--- src/rtl/writeback_stage.sv ---
// Final pipeline stage. It registers retiring instructions, waits for load data, extends
// and selects the writeback value, drives the register-file write port and counts retirements.
`timescale 1ns/1ps

module writeback_stage #(
    parameter int CNT_W = 32
) (
    input  logic             clk,
    input  logic             rst,
    input  logic             in_valid,
    output logic             in_ready,
    input  logic [31:0]      in_alu_result,
    input  logic [31:0]      in_pc_next,
    input  logic [31:0]      in_immediate,
    input  logic [4:0]       in_rd,
    input  logic             in_reg_we,
    input  logic [1:0]       in_mem_op,
    input  logic [2:0]       in_mem_sel,
    input  logic [1:0]       in_wb_sel,
    input  logic             mem_rvalid,
    input  logic [31:0]      mem_rdata,
    output logic [4:0]       wb_rd,
    output logic             wb_reg_we,
    output logic [31:0]      wb_data,
    output logic [CNT_W-1:0] retire_count
);

    typedef enum logic [1:0] {
        IDLE      = 2'd0,
        WAIT_LOAD = 2'd1,
        COMMIT    = 2'd2
    } state_t;

    localparam logic [1:0] MEM_OP_LOAD  = 2'b01;
    localparam logic [1:0] MEM_OP_STORE = 2'b10;
    localparam logic [1:0] WB_SEL_MEM   = 2'b01;
    localparam logic [1:0] WB_SEL_PC    = 2'b10;
    localparam logic [1:0] WB_SEL_IMM   = 2'b11;
    localparam logic [CNT_W-1:0] CNT_ONE = {{(CNT_W-1){1'b0}}, 1'b1};

    state_t           state_q, state_d;
    logic [4:0]       pend_rd_q, pend_rd_d;
    logic             pend_we_q, pend_we_d;
    logic             pend_mem_q, pend_mem_d;
    logic [1:0]       pend_off_q, pend_off_d;
    logic [2:0]       pend_sel_q, pend_sel_d;
    logic [31:0]      pend_data_q, pend_data_d;
    logic [4:0]       wb_rd_q, wb_rd_d;
    logic             wb_we_q, wb_we_d;
    logic [31:0]      wb_data_q, wb_data_d;
    logic [CNT_W-1:0] count_q, count_d;

    logic             accept;
    logic             in_is_load;
    logic             in_is_store;
    logic [31:0]      direct_value;

    function automatic logic [31:0] extend_load(input logic [31:0] word,
                                                input logic [1:0]  off,
                                                input logic [2:0]  sel);
        logic [7:0]  lane_b;
        logic [15:0] lane_h;
        lane_b = word[{off, 3'b000} +: 8];
        lane_h = off[1] ? word[31:16] : word[15:0];
        case (sel)
            3'b000:  extend_load = {{24{lane_b[7]}}, lane_b};
            3'b001:  extend_load = {{16{lane_h[15]}}, lane_h};
            3'b100:  extend_load = {24'd0, lane_b};
            3'b101:  extend_load = {16'd0, lane_h};
            default: extend_load = word;
        endcase
    endfunction

    assign in_ready    = (state_q != WAIT_LOAD);
    assign accept      = in_valid & in_ready;
    assign in_is_load  = (in_mem_op == MEM_OP_LOAD);
    assign in_is_store = (in_mem_op == MEM_OP_STORE);

    // Everything except load data is known at accept; wb_sel=MEM without a load falls back to ALU.
    always_comb begin
        case (in_wb_sel)
            WB_SEL_PC:  direct_value = in_pc_next;
            WB_SEL_IMM: direct_value = in_immediate;
            default:    direct_value = in_alu_result;
        endcase
    end

    always_comb begin
        state_d     = state_q;
        pend_rd_d   = pend_rd_q;
        pend_we_d   = pend_we_q;
        pend_mem_d  = pend_mem_q;
        pend_off_d  = pend_off_q;
        pend_sel_d  = pend_sel_q;
        pend_data_d = pend_data_q;
        wb_rd_d     = wb_rd_q;
        wb_data_d   = wb_data_q;
        wb_we_d     = 1'b0;
        count_d     = count_q;

        case (state_q)
            IDLE, COMMIT: begin
                if (accept && in_is_load) begin
                    state_d     = WAIT_LOAD;
                    pend_rd_d   = in_rd;
                    pend_we_d   = in_reg_we;
                    pend_mem_d  = (in_wb_sel == WB_SEL_MEM);
                    pend_off_d  = in_alu_result[1:0];
                    pend_sel_d  = in_mem_sel;
                    pend_data_d = direct_value;
                end else if (accept) begin
                    state_d   = COMMIT;
                    wb_rd_d   = in_rd;
                    wb_data_d = direct_value;
                    wb_we_d   = in_reg_we & (in_rd != 5'd0) & ~in_is_store;
                    count_d   = count_q + CNT_ONE;
                end else begin
                    state_d = IDLE;
                end
            end
            WAIT_LOAD: begin
                if (mem_rvalid) begin
                    state_d   = COMMIT;
                    wb_rd_d   = pend_rd_q;
                    wb_data_d = pend_mem_q ? extend_load(mem_rdata, pend_off_q, pend_sel_q)
                                           : pend_data_q;
                    wb_we_d   = pend_we_q & (pend_rd_q != 5'd0);
                    count_d   = count_q + CNT_ONE;
                end
            end
            default: state_d = IDLE;
        endcase
    end

    always_ff @(posedge clk) begin
        if (rst) begin
            state_q     <= IDLE;
            pend_rd_q   <= 5'd0;
            pend_we_q   <= 1'b0;
            pend_mem_q  <= 1'b0;
            pend_off_q  <= 2'd0;
            pend_sel_q  <= 3'd0;
            pend_data_q <= 32'd0;
            wb_rd_q     <= 5'd0;
            wb_we_q     <= 1'b0;
            wb_data_q   <= 32'd0;
            count_q     <= '0;
        end else begin
            state_q     <= state_d;
            pend_rd_q   <= pend_rd_d;
            pend_we_q   <= pend_we_d;
            pend_mem_q  <= pend_mem_d;
            pend_off_q  <= pend_off_d;
            pend_sel_q  <= pend_sel_d;
            pend_data_q <= pend_data_d;
            wb_rd_q     <= wb_rd_d;
            wb_we_q     <= wb_we_d;
            wb_data_q   <= wb_data_d;
            count_q     <= count_d;
        end
    end

    assign wb_rd        = wb_rd_q;
    assign wb_reg_we    = wb_we_q;
    assign wb_data      = wb_data_q;
    assign retire_count = count_q;

endmodule

--- config.mk ---
export PLATFORM = sky130hd
export DESIGN_NAME = writeback_stage
export DESIGN_NICKNAME = d
export VERILOG_FILES = /design/src/rtl/writeback_stage.sv
export SDC_FILE = /design/constraint.sdc
export NUM_CORES = 1
export LEC_CHECK = 0
export ABC_AREA = 1
export BUFFER_PORTS_ARGS = -buffer_cell sky130_fd_sc_hd__buf_2
export CAP_MARGIN = 20
export CORE_UTILIZATION = 54
export DETAILED_ROUTE_END_ITERATION = 10
export PLACE_DENSITY = 0.84
export SLEW_MARGIN = 10
export SYNTH_ARGS = -nofsm -noshare
export SYNTH_HDL_FRONTEND = slang
export SYNTH_SLANG_ARGS = --single-unit
--- constraint.sdc ---
create_clock -name clk -period 3.2 [get_ports clk]
set_input_delay 0.16 -clock clk [delete_from_list [all_inputs] [get_ports clk]]
set_output_delay 0.16 -clock clk [all_outputs]
set_load 0.01 [all_outputs]
==> flow_summary.ini <==
[clock_network]
cts.repair.resized = 0
cts_buffers = 17
worstSkewPairLatency_ns = 0.42
cts_num_sinks = 116
clkTransAtPathRegs_ns = 0.05
clk_path_buf_depth = 2
postCtsSetupRepairBufs = 0
cts_htree_levels = 4
clock-root-buffer = clkbuf_16
cts.hold.buffers_added = 1
cts_tree = built

[sta]
post-route-min-period_ns = 2.01
timing.final.crit_share_pct = 62.7
fmax_mhz = 498
clock-skew-final_ns = 0.0108
tns_ns = 0
hold_violations = 0
tightestPinTransition_ns = 0.904
relSlewSlack_pct = 39.7
final-max-slew-violation-count = 0
rsz0062_at_grt = no
setup_viol = 0

[place]
post_dp_cell_area_um2 = 7980
io_buffer_count = 215
hpwl_mm = 15.3
gp_congestion = 0.947

[critical_path]
critPathMaxFanout = 51
critPathArrivalTime_ns = 2.34
critical_path_class = reg2reg
crit_chain = inv_2 -> nor2_8 -> nand2_1 -> nand2_2 -> buf_4 -> o21ai_0 -> a21oi_1
critPathCaptureType = register
r2r_slack_ns = 1.19
startpoint_type = register
setup.worst_path.start = state_q[0]
worst_ep_required_time_ns = 3.53
r2r_end = retire_count[0]
crit_path_max_incr_delay_ns = 0.48
worstRegToRegCells = 7
crit_path_top_delay_cell = buf_4
r2r-start = state_q[0]

[finish]
fin_nets = 1473
final_layout_size_suffix_gt1_share_pct = 21.6
area_growth_pct = 23.3
design_area_um2 = 8560

[detailed_routing]
viasPerCell = 5.41
ant_nets = 0
dr.first_iter.drc_count = 779
wirelength_mm = 21.8
vias = 8174
drcViolationCount = 0
wl_per_cell_um = 14.4
drt_pass1_iterations = 6

[grt]
grt_pass1_vias = 7383
grt_max_degree = 80
antenna_found_initial = 4
grt_usage_pct = 33.1
grt_pass1_wl_mm = 34.8
grt.overflow.total = 0

[synthesis]
ys_ff_latch = 116
ys_types = 31
ys.flop_type = dfxtp_1
ys_warn_count = 0
synthTopCellsByArea = dfxtp_1, nand2_1, a21oi_1, nor2_1, o21ai_0
syn_inst = 1149
synth_nets = 1295
synth_common_cells = nand2_1, a21oi_1, dfxtp_1, nor2_1, o21ai_0
synth_top_area_share_pct = 33.5
ys_seq_area_share_pct = 33.5
async_flop_share_pct = 0
avgSynthCellArea_um2 = 6.04
synth_area_um2 = 6940
synth_top_area_cell = dfxtp_1
yosysMostFrequentCell = nand2_1
synth_edf_count = 0

[worst_hold_path]
hold_end = pend_rd_q[4]
hold-path-cell-count = 3
hold_class = in2reg
min_from = in_rd[4]

[flow_run]
maxCapViolCount = 0

[die]
coreArea_um2 = 12600
initial_core_util_pct = 55.2
io-pin-count = 216
die-area_um2 = 13300
row_count = 41
dieWidth_um = 115
die_y_um = 115

[power]
p_per_area_nw_per_um2 = 462
p_leak_nw = 3.98
peakVddDrop_mv = 0.342

[outcome]
status = completed
critical path: cells and delay by family (launching register included):
family	cells	cell delay (ns)
and+or+nand+nor	3	0.63
DFF	1	0.34
AOI/OAI and AO/OA	2	0.40
buffers and inverters	2	0.55
sequential cells by signal, summed over array words and instances (netlist names):
register / count
pend_mem_q: 1
state_q: 2
retire_count: 32
pend_off_q: 2
pend_sel_q: 3
pend_we_q: 1
wb_rd: 5
pend_data_q: 32
wb_data: 32
wb_reg_we: 1
pend_rd_q: 5
report_power, final:
part / internal (mW) / leakage (nW) / switching [mW]
Clock: 1.06 / 0.256 / 0.670
Sequential: 1.53 / 0.949 / 0.0522
Combinational: 0.237 / 2.78 / 0.412
Total: 2.82 / 3.98 / 1.13
how the worst max path moves through the flow:
stage                  endpoint  slack, ns
6_report        retire_count[0]       1.19
3_5_place_dp         wb_data[9]       1.23
5_1_grt              wb_data[8]       1.02
3_3_place_gp    retire_count[2]       1.25
2_1_floorplan  retire_count[30]       1.68
4_1_cts         retire_count[0]       1.16
cell type report:
type	count	area, µm²
flip-flops and latches	116	2320
clock buffers	22	484
well taps	172	215
clock inverters	8	53.8
inverters	74	285
repair buffers	227	1180
multi-input cells	891	4010
fillers	1166	4010
diodes	2	5.00
metrics by stage:
step                      hold slack (ns)  setup slack [ns]  cells  power [mW]  utilization [%]
after floorplan                     0.288              1.68   1149        2.00                -
after global placement              0.420              1.25   1478        2.23             63.5
after detailed placement            0.428              1.23   1478        2.24             63.5
after CTS                         0.00230              1.16   1509        3.95             67.9
after global routing               0.0230              1.02   1510        4.10             68.0
final                              0.0193              1.19   1512        3.95             68.1
metal layers:
metal	vias up	track usage [%]	routed length (µm)
met4	4	17.6	814
met5	-	0	27
met2	366	54.5	10500
li1	4085	-	-
met1	3649	40.5	9020
met3	70	7.27	1510
cells in the final DEF, fill, tap and decap left out, drive strengths merged:
master | netlist | final
nand2 | 391 | 391
buf | 39 | 226
a21oi | 158 | 158
nor2 | 121 | 121
dfxtp | 116 | 116
o21ai | 94 | 94
inv | 74 | 74
nand3 | 70 | 70
clkbuf | 29 | 22
nand3b | 17 | 17
a211oi | 9 | 9
or2 | 9 | 9
xor2 | 8 | 8
a31oi | 5 | 5
clkinvlp | 0 | 4
clkinv | 0 | 4
diode | 0 | 2
and3 | 2 | 2
nor3 | 2 | 2
nand4 | 1 | 1
o2111ai | 1 | 1
a211o | 1 | 1
o21bai | 1 | 1
ha | 1 | 1
dlygate4sd3 | 0 | 1
logic make-up (layout without fill, tap and decap cells):
family / after synthesis / in the layout / share of synthesized area (%)
simple gates: 613 / 613 / 36.6
other cells: 0 / 2 / 0
fa+ha+maj: 1 / 1 / 0.180
buf+inv: 142 / 331 / 8.80
flops: 116 / 116 / 33.5
xor+xnor: 8 / 8 / 1.01
compound gates: 269 / 269 / 20.0
Note: power is estimated with default switching activity, not from simulation.
